[src/rtl/stream_fifo_buf_pkg.sv]
// Shared definitions for the stream elastic buffer: width helper, default
// payload width and the {sop,eop,data} storage word layout.
package stream_fifo_buf_pkg;

  localparam int unsigned STREAM_DW = 26;

  // Ceiling log2 for elaboration-time width calculation; returns 0 for v <= 1.
  function automatic int unsigned sf_clog2(input int unsigned v);
    int unsigned r;
    r = 0;
    while ((64'(1) << r) < 64'(v)) r = r + 1;
    return r;
  endfunction

  // Storage word is {sop, eop, data}: total width data width + 2.
  function automatic int unsigned word_width(input int unsigned dw);
    return dw + 2;
  endfunction

  function automatic int unsigned eop_bit(input int unsigned dw);
    return dw;
  endfunction

  function automatic int unsigned sop_bit(input int unsigned dw);
    return dw + 1;
  endfunction

endpackage

[src/rtl/stream_fifo_ram.sv]
// Register-array storage for the stream buffer: one synchronous write port,
// one asynchronous read port. Contents are intentionally not reset.
module stream_fifo_ram
  import stream_fifo_buf_pkg::*;
#(
  parameter int unsigned DEPTH = 4,
  parameter int unsigned WIDTH = word_width(STREAM_DW),
  localparam int unsigned AW = sf_clog2(DEPTH)
) (
  input  logic             clk,
  input  logic             we,
  input  logic [AW-1:0]    waddr,
  input  logic [WIDTH-1:0] wdata,
  input  logic [AW-1:0]    raddr,
  output logic [WIDTH-1:0] rdata
);

  logic [WIDTH-1:0] mem [DEPTH];

  // Write port: capture the incoming word at the write pointer.
  always_ff @(posedge clk) begin
    if (we) mem[waddr] <= wdata;
  end

  assign rdata = mem[raddr];

endmodule

[src/rtl/stream_fifo_buf.sv]
// Elastic valid/ready buffer of DEPTH beats with sop/eop sidebands,
// occupancy/almost-full reporting and synchronous flush. Ready depends only
// on registered state and rst/flush, so no combinational ready path crosses.
module stream_fifo_buf
  import stream_fifo_buf_pkg::*;
#(
  parameter int unsigned DATA_WIDTH   = STREAM_DW,
  parameter int unsigned DEPTH        = 4,
  parameter int unsigned AFULL_THRESH = 3,
  localparam int unsigned LW = sf_clog2(DEPTH + 1)
) (
  input  logic                  clk,
  input  logic                  rst,
  input  logic                  flush,
  input  logic                  in_valid,
  output logic                  in_ready,
  input  logic [DATA_WIDTH-1:0] in_data,
  input  logic                  in_sop,
  input  logic                  in_eop,
  output logic                  out_valid,
  input  logic                  out_ready,
  output logic [DATA_WIDTH-1:0] out_data,
  output logic                  out_sop,
  output logic                  out_eop,
  output logic [LW-1:0]         level,
  output logic                  almost_full
);

  localparam int unsigned PW      = sf_clog2(DEPTH);
  localparam int unsigned WW      = word_width(DATA_WIDTH);
  localparam int unsigned SOP_POS = sop_bit(DATA_WIDTH);
  localparam int unsigned EOP_POS = eop_bit(DATA_WIDTH);

  logic [PW-1:0] wr_ptr;
  logic [PW-1:0] rd_ptr;
  logic [WW-1:0] wr_word;
  logic [WW-1:0] rd_word;
  logic          active;
  logic          push;
  logic          pop;

  assign active      = ~rst & ~flush;
  assign in_ready    = active & (level != LW'(DEPTH));
  assign out_valid   = active & (level != LW'(0));
  assign almost_full = active & (level >= LW'(AFULL_THRESH));

  assign push = in_valid & in_ready;
  assign pop  = out_valid & out_ready;

  assign wr_word = {in_sop, in_eop, in_data};

  stream_fifo_ram #(
    .DEPTH (DEPTH),
    .WIDTH (WW)
  ) u_ram (
    .clk   (clk),
    .we    (push),
    .waddr (wr_ptr),
    .wdata (wr_word),
    .raddr (rd_ptr),
    .rdata (rd_word)
  );

  // Head is presented straight from storage (first-word-fall-through).
  assign out_data = rd_word[DATA_WIDTH-1:0];
  assign out_sop  = rd_word[SOP_POS];
  assign out_eop  = rd_word[EOP_POS];

  // Pointer and occupancy tracking; reset and flush clear identically.
  always_ff @(posedge clk) begin
    if (rst || flush) begin
      wr_ptr <= '0;
      rd_ptr <= '0;
      level  <= '0;
    end else begin
      if (push) wr_ptr <= wr_ptr + PW'(1);
      if (pop)  rd_ptr <= rd_ptr + PW'(1);
      case ({push, pop})
        2'b10:   level <= level + LW'(1);
        2'b01:   level <= level - LW'(1);
        default: level <= level;
      endcase
    end
  end

endmodule
[config.mk]
export PLATFORM = sky130hd
export DESIGN_NAME = stream_fifo_buf
export DESIGN_NICKNAME = d
export VERILOG_FILES = /design/src/rtl/stream_fifo_buf_pkg.sv /design/src/rtl/stream_fifo_ram.sv /design/src/rtl/stream_fifo_buf.sv
export SDC_FILE = /design/constraint.sdc
export NUM_CORES = 1
export LEC_CHECK = 0
export BUFFER_PORTS_ARGS = -buffer_cell sky130_fd_sc_hd__buf_2
export CAP_MARGIN = 20
export CORE_MARGIN = 10
export CORE_UTILIZATION = 55
export DETAILED_ROUTE_END_ITERATION = 16
export GPL_TIMING_DRIVEN = 0
export PLACE_DENSITY_LB_ADDON = 0.1
export SKIP_CTS_REPAIR_TIMING = 1
export SLEW_MARGIN = 20
export SYNTH_ARGS = -nofsm -noshare
export SYNTH_HDL_FRONTEND = slang
export SYNTH_SLANG_ARGS = --single-unit
[constraint.sdc]
create_clock -name clk -period 3.8 [get_ports clk]
set_input_delay 0.38 -clock clk [delete_from_list [all_inputs] [get_ports clk]]
set_output_delay 0.38 -clock clk [all_outputs]
set_load 0.02 [all_outputs]
# ---- Word-level counts from Yosys, hierarchy flattened
# Memories as Yosys holds them, arrays and structs flattened. A register that Yosys moved wholly into a read port is not among the register bits.
# Cells that the tools add are included.
dict set report classes {
  n_addsub 4
  n_lt_le_gt_ge 1
  eq_ne 3
  muxes 5
  bitwise_logic 8
  reduce_logical 3
}
# op count
set ops {}
lappend ops {{AND 1 bit} 6}
lappend ops {{case mux 3 bit (2 select lines)} 1}
lappend ops {{adder 2 x 1 -> 2 bit (second input constant)} 2}
lappend ops {{2-to-1 mux 2 bit} 2}
lappend ops {{adder 3 x 1 -> 3 bit (second input constant)} 1}
lappend ops {{greater-or-equal comparator 3 x 2 -> 1 bit (second input constant)} 1}
lappend ops {{!= test 3 bit (second input constant)} 1}
lappend ops {{nonzero test 3 bit} 1}
lappend ops {{subtractor 3 x 1 -> 3 bit (second input constant)} 1}
lappend ops {{== test 2 x 1 -> 1 bit (second input constant)} 1}
lappend ops {{== test 2 bit (second input constant)} 1}
lappend ops {{2-to-1 mux 1 bit} 2}
lappend ops {{inverter 1 bit} 2}
lappend ops {{nonzero test 2 bit} 1}
lappend ops {{logical OR 1 bit} 1}
dict set report word_totals {
  regBits 7
  mem_bits_rw 112
  in_bits 33
  mem_count 1
}
# memory words width read_ports rd_ports_with_merged_regs wr line
set memory_table {}
lappend memory_table {u_ram.mem 4 28 1 1 1 stream_fifo_ram.sv:18} ;# logic [WIDTH-1:0] mem [DEPTH];

# ---- Longest topological paths before layout
# Gate-level depths: netlist of run 1.
dict set report depth {
  ltp_word 6
  depth_mapped 9
}

# ---- By module
# From an unflattened synthesis of run 1, not the netlist that was laid out.
dict set report unflattened {
  hier_cells 197
  area_unflattened_um2 4499.3
}
# module instances cells_each area_per_inst_um2
set by_module_without_submodules {}
lappend by_module_without_submodules {stream_fifo_ram 1 150 4121.5}
lappend by_module_without_submodules {stream_fifo_buf 1 47 377.9}

# ---- Least setup slack after synthesis of run 1
# Ideal clock, no wire load.
dict set report synth_path {
  path_kind {register to register}
  startpoint {register level[2]}
  endpoint {register level[2]}
  arrival_time_ns 2.391
  setup_slack_ns 1.338
  stages_incl_launch_ff 10
  path_buffers 0
  synth_period_minus_slack_ns 2.462
  path_cell_list {dfxtp_1 > or3b_4 > and2_4 > inv_1 > ha_1 > inv_1 > fa_1 > xor2_1 > or3_2 > a21oi_1}
}
dict set report synth_via {
  elab_chain_cells 5
  word_cells_on_any_way 12
  classes_between {add/sub (2); eq/ne (3); mux (1); bitwise (4); reduce/logical (2)}
}
# element line
set synth_lines {}
lappend synth_lines {{start: declaration} stream_fifo_buf.sv:25} ;# output logic [LW-1:0] level,
lappend synth_lines {{start signal: assignment} stream_fifo_buf.sv:79} ;# 2'b10: level <= level + LW'(1);
lappend synth_lines {{start signal: assignment} stream_fifo_buf.sv:80} ;# 2'b01: level <= level - LW'(1);
lappend synth_lines {{start signal: assignment} stream_fifo_buf.sv:81} ;# default: level <= level;
lappend synth_lines {{!= test 3 bit / nonzero test 3 bit (equally long branches)} {stream_fifo_buf.sv:43, stream_fifo_buf.sv:44}}
lappend synth_lines {{AND 1 bit, on equally long branches} {stream_fifo_buf.sv:43, stream_fifo_buf.sv:44}}
lappend synth_lines {{AND 1 bit, on equally long branches} {stream_fifo_buf.sv:47, stream_fifo_buf.sv:48}}
lappend synth_lines {{== test 2 x 1 -> 1 bit / == test 2 bit (equally long branches)} stream_fifo_buf.sv:78} ;# case ({push, pop})
lappend synth_lines {{case mux 3 bit (2 select lines) / nonzero test 2 bit (equally long branches)} --}
# Parallel ways exist; a longest one is shown, timed or not.
# A chain may end at the register's enable or synchronous reset.

# ---- Final worst setup path of run 1
# Same ends and word-level chain as after synthesis.

==> summary.md, run 1 <==
| Metric | Value |
|---|---|
| Top cell type's share of synthesized area | `73.9%` |
| Min-delay src | `in_sop` |
| Final hold violations | `0` |
| Worst R2R Path Depth | `9` |
| DR vias | `2,177` |
| Unrepaired setup endpoints after global routing | `false` |
| Placed inst area | `0.00501 mm2` |
| Core Util, Final | `69.1%` |
| Die X-Extent | `111 um` |
| Layout fillers | `525` |
| Worst-Margin Slew | `766 ps` |
| Primary FF master, synth | `edfxtp_1` |
| Count of final setup violators | `0` |
| Antenna cells | `0` |
| Routed Antenna Nets | `0` |
| Crit path time final | `2470 ps` |
| Reg-to-Reg Start | `level[2]` |
| Initial antenna violation count | `0` |
| Crit-path slowest cell | `or3b_4` |
| R2R Path End | `level[2]` |
| Total CTS buffers | `17` |
| Routed WL per cell | `19.0 um` |
| Synth Cell Area | `0.00455 mm2` |
| Worst path max stage delay | `440 ps` |
| Pin count of the biggest net entering global routing | `29` |
| Max-capacitance violation count | `0` |
| Vias/cell | `5.36` |
| Share of cells above drive strength 1 | `46.5%` |
| Die area | `0.0123 mm2` |
| Crit Path Category | `reg -> reg` |
| Tot GR Track Use | `13.3%` |
| Mapped Cells | `203` |
| P_sw | `0.615 mW` |
| Ys async rst share | `0%` |
| Sw Share | `19.3%` |
| Clock power share | `51.1%` |
| Setup TNS | `0 ps` |
| Core footprint | `0.00813 mm2` |
| Status | `finished clean` |
| Ports | `67` |
| Site Rows | `33` |
| Comb power frac | `2.6%` |
| Worst-path maximum fanout | `8` |
| Clock tree buffer depth | `2` |
| Syn nets | `242` |
| Sequential cell area fraction in the yosys report | `77.9%` |
| FF-to-FF setup slack | `1330 ps` |
| P_leak | `1.94 nW` |
| Reg power frac | `46.2%` |
| Crit path arrival time | `2890 ps` |
| DRC viols | `0` |
| Syn. warnings | `0` |
| Register bit total from synthesis | `121` |
| Clock skew | `6.02 ps` |
| DPL Wire Length | `4.81 mm` |
| Multi-input gate area | `937 um2` |
| Crit path max-delay family | `simple AND/OR/NAND/NOR gates` |
| Power Internal | `2.57 mW` |
| Worst-path cell chain | `or3b_4 > and2_4 > inv_1 > ha_1 > inv_1 > fa_1 > xor2_1 > or3_2 > a21oi_1` |
| Critical Path End Type | `register` |
| Fmax | `0.404 GHz` |
| Post-synth top area cell | `edfxtp_1` |
| Worst-skew pair later-pin latency | `490 ps` |
| Port Buffer Count | `66` |
| Initial Utilization | `55.9%` |
| Peak supply drop | `0.000491 V` |
| CTS tree | `built` |
| Post-synthesis area per instance | `22.4 um2` |
| # clock sinks | `121` |
| Max-slew violations | `0` |
| First-pass DRT Iterations | `4` |
| Clock root cell | `clkbuf_8` |
| WP buf/inv | `2` |
| Area growth, synth to finish | `23.6%` |
| Die height | `111 um` |
| Type of origin of the critical path | `register` |
| Vias in the first global route | `2,411` |
| Largest cells by area after synthesis | `edfxtp_1 74%, mux4_2 14%, dfxtp_1 4.0%` |
| Clock slew at reported path FFs | `60 ps` |
| Top post-synthesis cells by count | `112 x edfxtp_1, 28 x mux4_2, 10 x nor2_1` |
| Final instance area | `0.00562 mm2` |
| Iteration-0 DRC count of the detailed router | `67` |
| FF+latch area | `0.00354 mm2` |
| Number of flops mapped to enable cells by yosys | `112` |
| Hold path endpoint | `u_ram.mem[1][27]` |
| Gpl congestion | `0.714` |
| First-pass GRT wire length | `12.7 mm` |
| Critical Path RT | `4220 ps` |
| GRT overflow | `0` |
| Slew margin rel. | `48.9%` |
| Hold-critical path depth | `1` |
| Final Routed Wirelength | `7.73 mm` |
| Netlist cell types | `29` |
| Top-count cell post-synth | `edfxtp_1` |
| Final period utilization | `65.1%` |
| Pwr per Cell Area | `567 mW/mm2` |
| Type of the worst min-delay path | `in -> reg` |
| Nets@finish | `327` |
| H-tree levels | `4` |
| Most frequent CP cell | `inv_1` |
through the flow:
| stage | std cells | setup WS [ps] | total power [mW] | hold WS [ps] |
|---|---|---|---|---|
| after global placement | 374 | 1260 | 1.58 | 495 |
| after global routing | 406 | 1180 | 3.29 | 79.8 |
| after floorplan | 203 | 1340 | 1.54 | 475 |
| after detailed placement | 374 | 1240 | 1.59 | 525 |
| after CTS | 406 | 1330 | 3.22 | 79.6 |
| final | 406 | 1330 | 3.19 | 102 |
state kept, by name, indices dropped and copies added (netlist names), named ones only:
signal     cells
u_ram.mem    112
level          3
rd_ptr         2
wr_ptr         2
final cells by class:
type / count / share of cell area, %
inverter: 6 / 0.401
tap: 105 / 2.34
timing repair buffer: 66 / 5.87
clock buffer: 18 / 7.43
clock inverter: 14 / 3.47
buffer: 7 / 0.801
sequential: 121 / 63.0
multi-input combinational: 69 / 16.7
cells by family after synthesis:
logic type	count (synthesis)	synth area share, %
XOR/XNOR	4	0.770
adder cells (fa/ha/maj)	6	1.82
AND/OR/NAND/NOR	23	2.86
flip-flops	121	77.9
multiplexers	29	14.1
buffers and inverters	13	1.49
AO/OA/AOI/OAI	7	1.07
power groups by stage:
stage               Sequential (mW)  Clock (mW)  Combinational, mW
global placement               1.50           0             0.0829
detailed placement             1.50           0             0.0852
CTS                            1.47        1.66             0.0855
floorplan                      1.50           0             0.0405
finish                         1.47        1.63             0.0835
global route                   1.48        1.73             0.0930
how the worst max path moves through the flow:
| stage | startpoint | cells after the start | to | slack [ps] |
|---|---|---|---|---|
| after detailed placement | flush | 10 | level[2] | 1240 |
| final | level[2] | 9 | level[2] | 1330 |
| after floorplan | level[2] | 9 | level[2] | 1340 |
| after CTS | level[2] | 9 | level[2] | 1330 |
| after global placement | flush | 10 | level[2] | 1260 |
| after global routing | level[2] | 9 | level[2] | 1180 |
metal layers:
metal	wire, um	up-vias	global-route usage, %
li1	-	1010	-
met1	3430	1112	15.6
met2	3920	50	22.1
met3	319	5	4.82
met4	59	0	4.43
met5	0	-	0
cell usage in the layout (no fill, tap or decap), types with 2 or more instances in the layout:
| cell | Yosys | final |
|---|---|---|
| edfxtp_1 | 112 | 112 |
| buf_2 | 2 | 68 |
| mux4_2 | 28 | 28 |
| clkbuf_16 | 0 | 16 |
| nor2_1 | 10 | 10 |
| dfxtp_1 | 9 | 9 |
| inv_1 | 6 | 6 |
| ha_1 | 5 | 5 |
| and3_2 | 4 | 4 |
| xor2_1 | 4 | 4 |
| bufinv_16 | 0 | 4 |
| inv_6 | 0 | 4 |
| a21oi_1 | 3 | 3 |
| clkinvlp_4 | 0 | 3 |
| clkbuf_1 | 1 | 2 |
| buf_4 | 2 | 2 |
Note: power is estimated with default switching activity, not from simulation.
==> run 2: changes to the inputs <==
clock period = 2.3 ns   (was 3.8 ns; I/O delays follow)
==> summary.md, run 2 (synthesis gave the netlist of run 1 again) <==
| Metric | Value |
|---|---|
| Top Registers | `u_ram.mem (112), level (3) (unchanged)` |
| Slew margin rel. | `50.1% (was 48.9%)` |
| Placed Cells | `374 (unchanged)` |
| Worst Setup EP | `level[2] (unchanged)` |
| Area growth, synth to finish | `30.5% (was 23.6%)` |
| Clock slew at reported path FFs | `60 ps (about the same)` |
| First-pass GRT wire length | `12.8 mm (was 12.7 mm)` |
| Total CTS buffers | `17 (unchanged)` |
| Vias in the first global route | `2,418 (was 2,411)` |
| P_leak | `2.08 nW (was 1.94 nW)` |
| Final period utilization | `97.3% (was 65.1%)` |
| Reg-to-Reg Start | `level[0] (was level[2])` |
| Met3 wire length | `402 um (was 319 um)` |
| Peak supply drop | `0.000560 V (was 0.000491 V)` |
| Type of the worst min-delay path | `in -> reg (unchanged)` |
| Most frequent CP cell | `inv_1 (unchanged)` |
| Core footprint | `0.00813 mm2 (unchanged)` |
| Unrepaired setup endpoints after global routing | `true (was false)` |
| Worst path max stage delay | `410 ps (was 440 ps)` |
| Nets@finish | `359 (was 327)` |
| Initial Utilization | `55.9% (unchanged)` |
| DR top layer | `met4 (unchanged)` |
| Crit path time final | `2240 ps (was 2470 ps)` |
| Die X-Extent | `111 um (unchanged)` |
| Stages on worst setup path | `9 (unchanged)` |
| Critical Path End Type | `register (unchanged)` |
| Multi-input gate area | `950 um2 (was 937 um2)` |
| Wire length on met2 | `4.39 mm (was 3.92 mm)` |
| Worst Hold Slack | `22.7 ps (was 102 ps)` |
| Crit-path slowest cell | `or3b_4 (unchanged)` |
| Final hold violations | `0 (unchanged)` |
| Commonest non-fill, non-tap cells in the layout | `112 x edfxtp_1, 68 x buf_2, 28 x mux4_2, 28 x dlygate4sd3_1, 16 x clkbuf_16 (was 112 x edfxtp_1, 68 x buf_2, 28 x mux4_2)` |
| Ports | `67 (unchanged)` |
| Final instance count without filler cells | `438 (was 406)` |
| DPL Wire Length | `5.00 mm (was 4.81 mm)` |
| Final Routed Wirelength | `8.29 mm (was 7.73 mm)` |
| Max-capacitance violation count | `0 (unchanged)` |
| FF+latch area | `0.00355 mm2 (was 0.00354 mm2)` |
| Tot GR Track Use | `13.4% (was 13.3%)` |
| H-tree levels | `4 (unchanged)` |
| Setup WS pre-CTS | `-117 ps (was 1240 ps)` |
| # clock sinks | `121 (unchanged)` |
| Worst-Margin Slew | `748 ps (was 766 ps)` |
| WP buf/inv | `2 (unchanged)` |
| Site Rows | `33 (unchanged)` |
| DR vias | `2,299 (was 2,177)` |
| Clock tree buffer depth | `2 (unchanged)` |
| Worst R2R Path Depth | `9 (unchanged)` |
| Vias/cell | `5.25 (was 5.36)` |
| Max reg flops | `112 (unchanged)` |
| Layout fillers | `484 (was 525)` |
| FF-to-FF setup slack | `60 ps (was 1330 ps)` |
| Crit path arrival time | `2660 ps (was 2890 ps)` |
| Initial antenna violation count | `0 (unchanged)` |
| Commonest non-fill, non-tap cell in the layout | `edfxtp_1 (unchanged)` |
| Worst-skew pair later-pin latency | `490 ps (about the same)` |
| Pwr per Cell Area | `866 mW/mm2 (was 567 mW/mm2)` |
| Max-slew violations | `0 (unchanged)` |
| Status | `finished clean (unchanged)` |
| CTS tree | `built (unchanged)` |
| Die height | `111 um (unchanged)` |
| Type of origin of the critical path | `register (unchanged)` |
| CP Launch Point | `level[0] (was level[2])` |
| R2R Path End | `level[2] (unchanged)` |
| Count of final setup violators | `0 (unchanged)` |
| First-pass DRT Iterations | `4 (unchanged)` |
| Power Total | `5.14 mW (was 3.19 mW)` |
| Placed inst area | `0.00502 mm2 (was 0.00501 mm2)` |
| DRC viols | `0 (unchanged)` |
| Clock skew | `6.84 ps (was 6.02 ps)` |
| Metal1 wirelength | `3.46 mm (was 3.43 mm)` |
| GRT overflow | `0 (unchanged)` |
| Crit Path Category | `reg -> reg (unchanged)` |
| Gpl congestion | `0.662 (was 0.714)` |
| Antenna cells | `0 (unchanged)` |
| Crit path max-delay family | `simple AND/OR/NAND/NOR gates (unchanged)` |
| Pin count of the biggest net entering global routing | `29 (unchanged)` |
| Port Buffer Count | `66 (unchanged)` |
| Routed WL per cell | `18.9 um (was 19.0 um)` |
| Largest Register | `u_ram.mem (unchanged)` |
| Critical Path RT | `2720 ps (was 4220 ps)` |
| Iteration-0 DRC count of the detailed router | `74 (was 67)` |
| Final instance area | `0.00593 mm2 (was 0.00562 mm2)` |
| Fmax | `0.447 GHz (was 0.404 GHz)` |
| Clock root cell | `clkbuf_8 (unchanged)` |
| Share of cells above drive strength 1 | `45.6% (was 46.5%)` |
| Worst-path cell chain | `or3b_4 > and2_4 > inv_1 > ha_2 > inv_1 > fa_2 > xor2_1 > or3_4 > a21oi_2 (was or3b_4 > and2_4 > inv_1 > ha_1 > inv_1 > fa_1 > xor2_1 > or3_2 > a21oi_1)` |
| Final WS setup | `61.7 ps (was 1330 ps)` |
| Die area | `0.0123 mm2 (unchanged)` |
| Routed Antenna Nets | `0 (unchanged)` |
| Worst-path maximum fanout | `8 (unchanged)` |
[run 2: cell types whose count changed in the layout (fill, tap and decap cells not counted), sizes merged]
cell	change
dlygate4sd3	+28
clkbuf	-1
buf	+4
clkinv	+4
inv	+1
clkinvlp	-2
bufinv	-2
[run 2: report_power, final]
group | switching (mW) | internal, mW | leakage (nW)
Combinational | 0.0911 | 0.0869 | 0.707
Sequential | 0.00749 | 2.43 | 1.09
Clock | 0.961 | 1.56 | 0.285
Total | 1.06 | 4.08 | 2.08
[run 2: area by class of cell]
cell class	count	area share [%]
sequential	121	59.9
multi-input combinational	69	16.0
timing repair buffer	98	10.8
clock buffer	17	6.98
clock inverter	15	2.83
tap	105	2.21
buffer	7	0.886
inverter	6	0.380
[run 2: worst min-delay path by stage]
stage                     depth (start not counted)         from          endpoint  slack, ps
final                                             4          rst         wr_ptr[0]         20
after floorplan                                   0   in_data[0]   u_ram.mem[0][0]        330
after CTS                                         1  in_data[24]  u_ram.mem[3][24]        -80
after global placement                            1       in_sop  u_ram.mem[3][27]        440
after detailed placement                          1  in_data[24]  u_ram.mem[2][24]        450
after global routing                              4          rst         wr_ptr[0]         30
[run 2: per-stage QoR]
| stage | util [%] | TNS (ps) |
|---|---|---|
| after floorplan | - | 0 |
| after global placement | 61.8 | -77.8 |
| after detailed placement | 61.8 | -117 |
| after CTS | 68.9 | -77.8 |
| after global routing | 72.9 | -32.5 |
| final | 72.9 | 0 |
[run 2: worst register-to-register path, stage by stage, from the launching register on]
cell,delay [ps]
dfxtp_4,370
or3b_4,410
and2_4,170
inv_1,50
ha_2,180
inv_1,60
fa_2,330
xor2_1,150
or3_4,330
a21oi_2,130
[run 2: metal layers]
layer | vias up | global-route usage (%)
met5 | - | 0
met1 | 1173 | 15.8
met4 | 0 | 4.69
met3 | 2 | 5.30
met2 | 51 | 21.7
li1 | 1073 | -
==> run 3: changes to the inputs <==
BUFFER_PORTS_ARGS = not set   (was -buffer_cell sky130_fd_sc_hd__buf_2)
DONT_BUFFER_PORTS = 1   (was not set)
SLEW_MARGIN = not set   (was 20)
==> summary.md, run 3 (synthesis gave the netlist of run 1 again) <==
| Metric | Value |
|---|---|
| Worst-path cell chain | `or3b_4 > and2_4 > inv_1 > ha_2 > inv_1 > fa_2 > xor2_1 > or3_4 > a21oi_2 (unchanged)` |
| Nets@finish | `293 (was 359)` |
| GRT overflow | `0 (unchanged)` |
| Clock skew | `10.2 ps (was 6.84 ps)` |
| Setup TNS | `-7.93 ps (was 0 ps)` |
| Final instance count without filler cells | `371 (was 438)` |
| Critical Path End Type | `register (unchanged)` |
| P_leak | `1.79 nW (was 2.08 nW)` |
| FF-to-FF setup slack | `-8 ps (was 60 ps)` |
| Placed inst area | `0.00469 mm2 (was 0.00502 mm2)` |
| First-pass DRT Iterations | `6 (was 4)` |
| Peak supply drop | `0.000686 V (was 0.000560 V)` |
| Final WS setup | `-7.93 ps (was 61.7 ps)` |
| Clock slew at reported path FFs | `60 ps (about the same)` |
| Core footprint | `0.00813 mm2 (unchanged)` |
| Crit path arrival time | `2730 ps (was 2660 ps)` |
| Worst-Margin Slew | `771 ps (was 748 ps)` |
| Commonest non-fill, non-tap cell in the layout | `edfxtp_1 (unchanged)` |
| Worst-skew pair later-pin latency | `500 ps (was 490 ps)` |
| Iteration-0 DRC count of the detailed router | `81 (was 74)` |
| Initial Utilization | `55.9% (unchanged)` |
| Reg-to-Reg Start | `level[2] (was level[0])` |
| Final instance area | `0.00558 mm2 (was 0.00593 mm2)` |
| Top Registers | `u_ram.mem (112), level (3) (unchanged)` |
| Unrepaired setup endpoints after global routing | `true (unchanged)` |
| Core Util, Final | `68.6% (was 72.9%)` |
| DPL Wire Length | `4.96 mm (was 5.00 mm)` |
| Placed Cells | `308 (was 374)` |
| Critical Path RT | `2720 ps (about the same)` |
| CTS tree | `built (unchanged)` |
| Pin count of the biggest net entering global routing | `29 (unchanged)` |
| Layout fillers | `490 (was 484)` |
| Crit-path slowest cell | `or3b_4 (unchanged)` |
| Final period utilization | `100% (was 97.3%)` |
| Port Buffer Count | `0 (was 66)` |
| Die X-Extent | `111 um (unchanged)` |
| Worst-path maximum fanout | `8 (unchanged)` |
| R2R Path End | `level[2] (unchanged)` |
| Most frequent CP cell | `inv_1 (unchanged)` |
| Status | `finished, violations left (was finished clean)` |
| Share of cells above drive strength 1 | `31.2% (was 45.6%)` |
| Commonest non-fill, non-tap cells in the layout | `112 x edfxtp_1, 30 x dlygate4sd3_1, 28 x mux4_2 (was 112 x edfxtp_1, 68 x buf_2, 28 x mux4_2, 28 x dlygate4sd3_1, 16 x clkbuf_16)` |
| Die height | `111 um (unchanged)` |
| Antenna cells | `0 (unchanged)` |
| Max-capacitance violation count | `0 (unchanged)` |
| Die area | `0.0123 mm2 (unchanged)` |
| Crit path time final | `2310 ps (was 2240 ps)` |
| Failing checks | `setup timing` |
| DRC viols | `0 (unchanged)` |
| FF+latch area | `0.00355 mm2 (about the same)` |
| Power Total | `5.03 mW (was 5.14 mW)` |
| Type of the worst min-delay path | `in -> reg (unchanged)` |
| Count of final setup violators | `1 (was 0)` |
| Hold-critical path depth | `3 (was 4)` |
| Hold path endpoint | `wr_ptr[1] (was wr_ptr[0])` |
| Type of origin of the critical path | `register (unchanged)` |
| Max-slew violations | `0 (unchanged)` |
| Worst path max stage delay | `430 ps (was 410 ps)` |
| H-tree levels | `4 (unchanged)` |
| Pwr per Cell Area | `900 mW/mm2 (was 866 mW/mm2)` |
| Total CTS buffers | `17 (unchanged)` |
| Gpl congestion | `0.707 (was 0.662)` |
| Site Rows | `33 (unchanged)` |
| Slew margin rel. | `48.6% (was 50.1%)` |
| Fmax | `0.433 GHz (was 0.447 GHz)` |
| # clock sinks | `121 (unchanged)` |
| Crit Path Category | `reg -> reg (unchanged)` |
| Routed WL per cell | `21.6 um (was 18.9 um)` |
| Initial antenna violation count | `0 (unchanged)` |
| Ports | `67 (unchanged)` |
| Vias/cell | `5.60 (was 5.25)` |
| Max reg flops | `112 (unchanged)` |
| Multi-input gate area | `950 um2 (unchanged)` |
| Area growth, synth to finish | `22.7% (was 30.5%)` |
| Routed Antenna Nets | `0 (unchanged)` |
| Vias in the first global route | `2,202 (was 2,418)` |
| Largest Register | `u_ram.mem (unchanged)` |
| First-pass GRT wire length | `12.2 mm (was 12.8 mm)` |
| Worst R2R Path Depth | `9 (unchanged)` |
| Tot GR Track Use | `13.0% (was 13.4%)` |
| Final hold violations | `0 (unchanged)` |
| Final Routed Wirelength | `8.03 mm (was 8.29 mm)` |
| Clock tree buffer depth | `2 (unchanged)` |
| Clock root cell | `clkbuf_8 (unchanged)` |
| DR vias | `2,079 (was 2,299)` |
| Min-delay src | `rst (unchanged)` |
## run 3: changes by cell type in the layout (fill, tap and decap cells not counted), sizes merged
cell	before	now
buf	75	7
clkinv	7	5
clkinvlp	1	5
dlygate4sd3	28	30
inv	11	8
## run 3: layout make-up
type                            instances  share of cell area [%]
Multi-Input combinational cell         69                    17.0
Inverter                                6                   0.403
Buffer                                  7                   0.807
Sequential cell                       121                    63.6
Clock buffer                           17                    7.42
Timing Repair Buffer                   32                    5.65
Clock inverter                         14                    2.71
Tap cell                              105                    2.35
## run 3: worst max path at each step
stage                   from  endpoint  slack (ps)  depth (start not counted)
floorplan           level[2]  level[2]          20                          9
global placement    level[2]  level[2]         -50                          9
detailed placement  level[2]  level[2]        -160                          9
CTS                 level[2]  level[2]        -170                          9
global route        level[2]  level[2]         -70                          9
finish              level[2]  level[2]          -8                          9
## run 3: metal layers
layer	track usage [%]	part of all wire [%]
met4	4.95	0.96
met5	0	0
met2	22.3	54
met1	13.5	40
met3	6.22	5.0
## run 3: worst max-delay path, delay by kind of cell (launching register included)
family | cells | cell delay (ps)
adder cells (fa/ha/maj) | 2 | 500
buffers and inverters | 2 | 100
AND/OR/NAND/NOR | 3 | 920
AO/OA/AOI/OAI | 1 | 130
flip-flops | 1 | 410
XOR/XNOR | 1 | 150
## run 3: stage by stage
stage | hold WS, ps | setup slack (ps)
after floorplan | 329 | 16.4
after global placement | 329 | -46.0
after detailed placement | 329 | -162
after CTS | -200 | -174
after global routing | 35.2 | -66.7
final | 21.0 | -7.93
## run 3: power by group
part	switching, mW	internal [mW]
registers	0.00870	2.43
clock network	0.910	1.54
logic	0.0802	0.0620
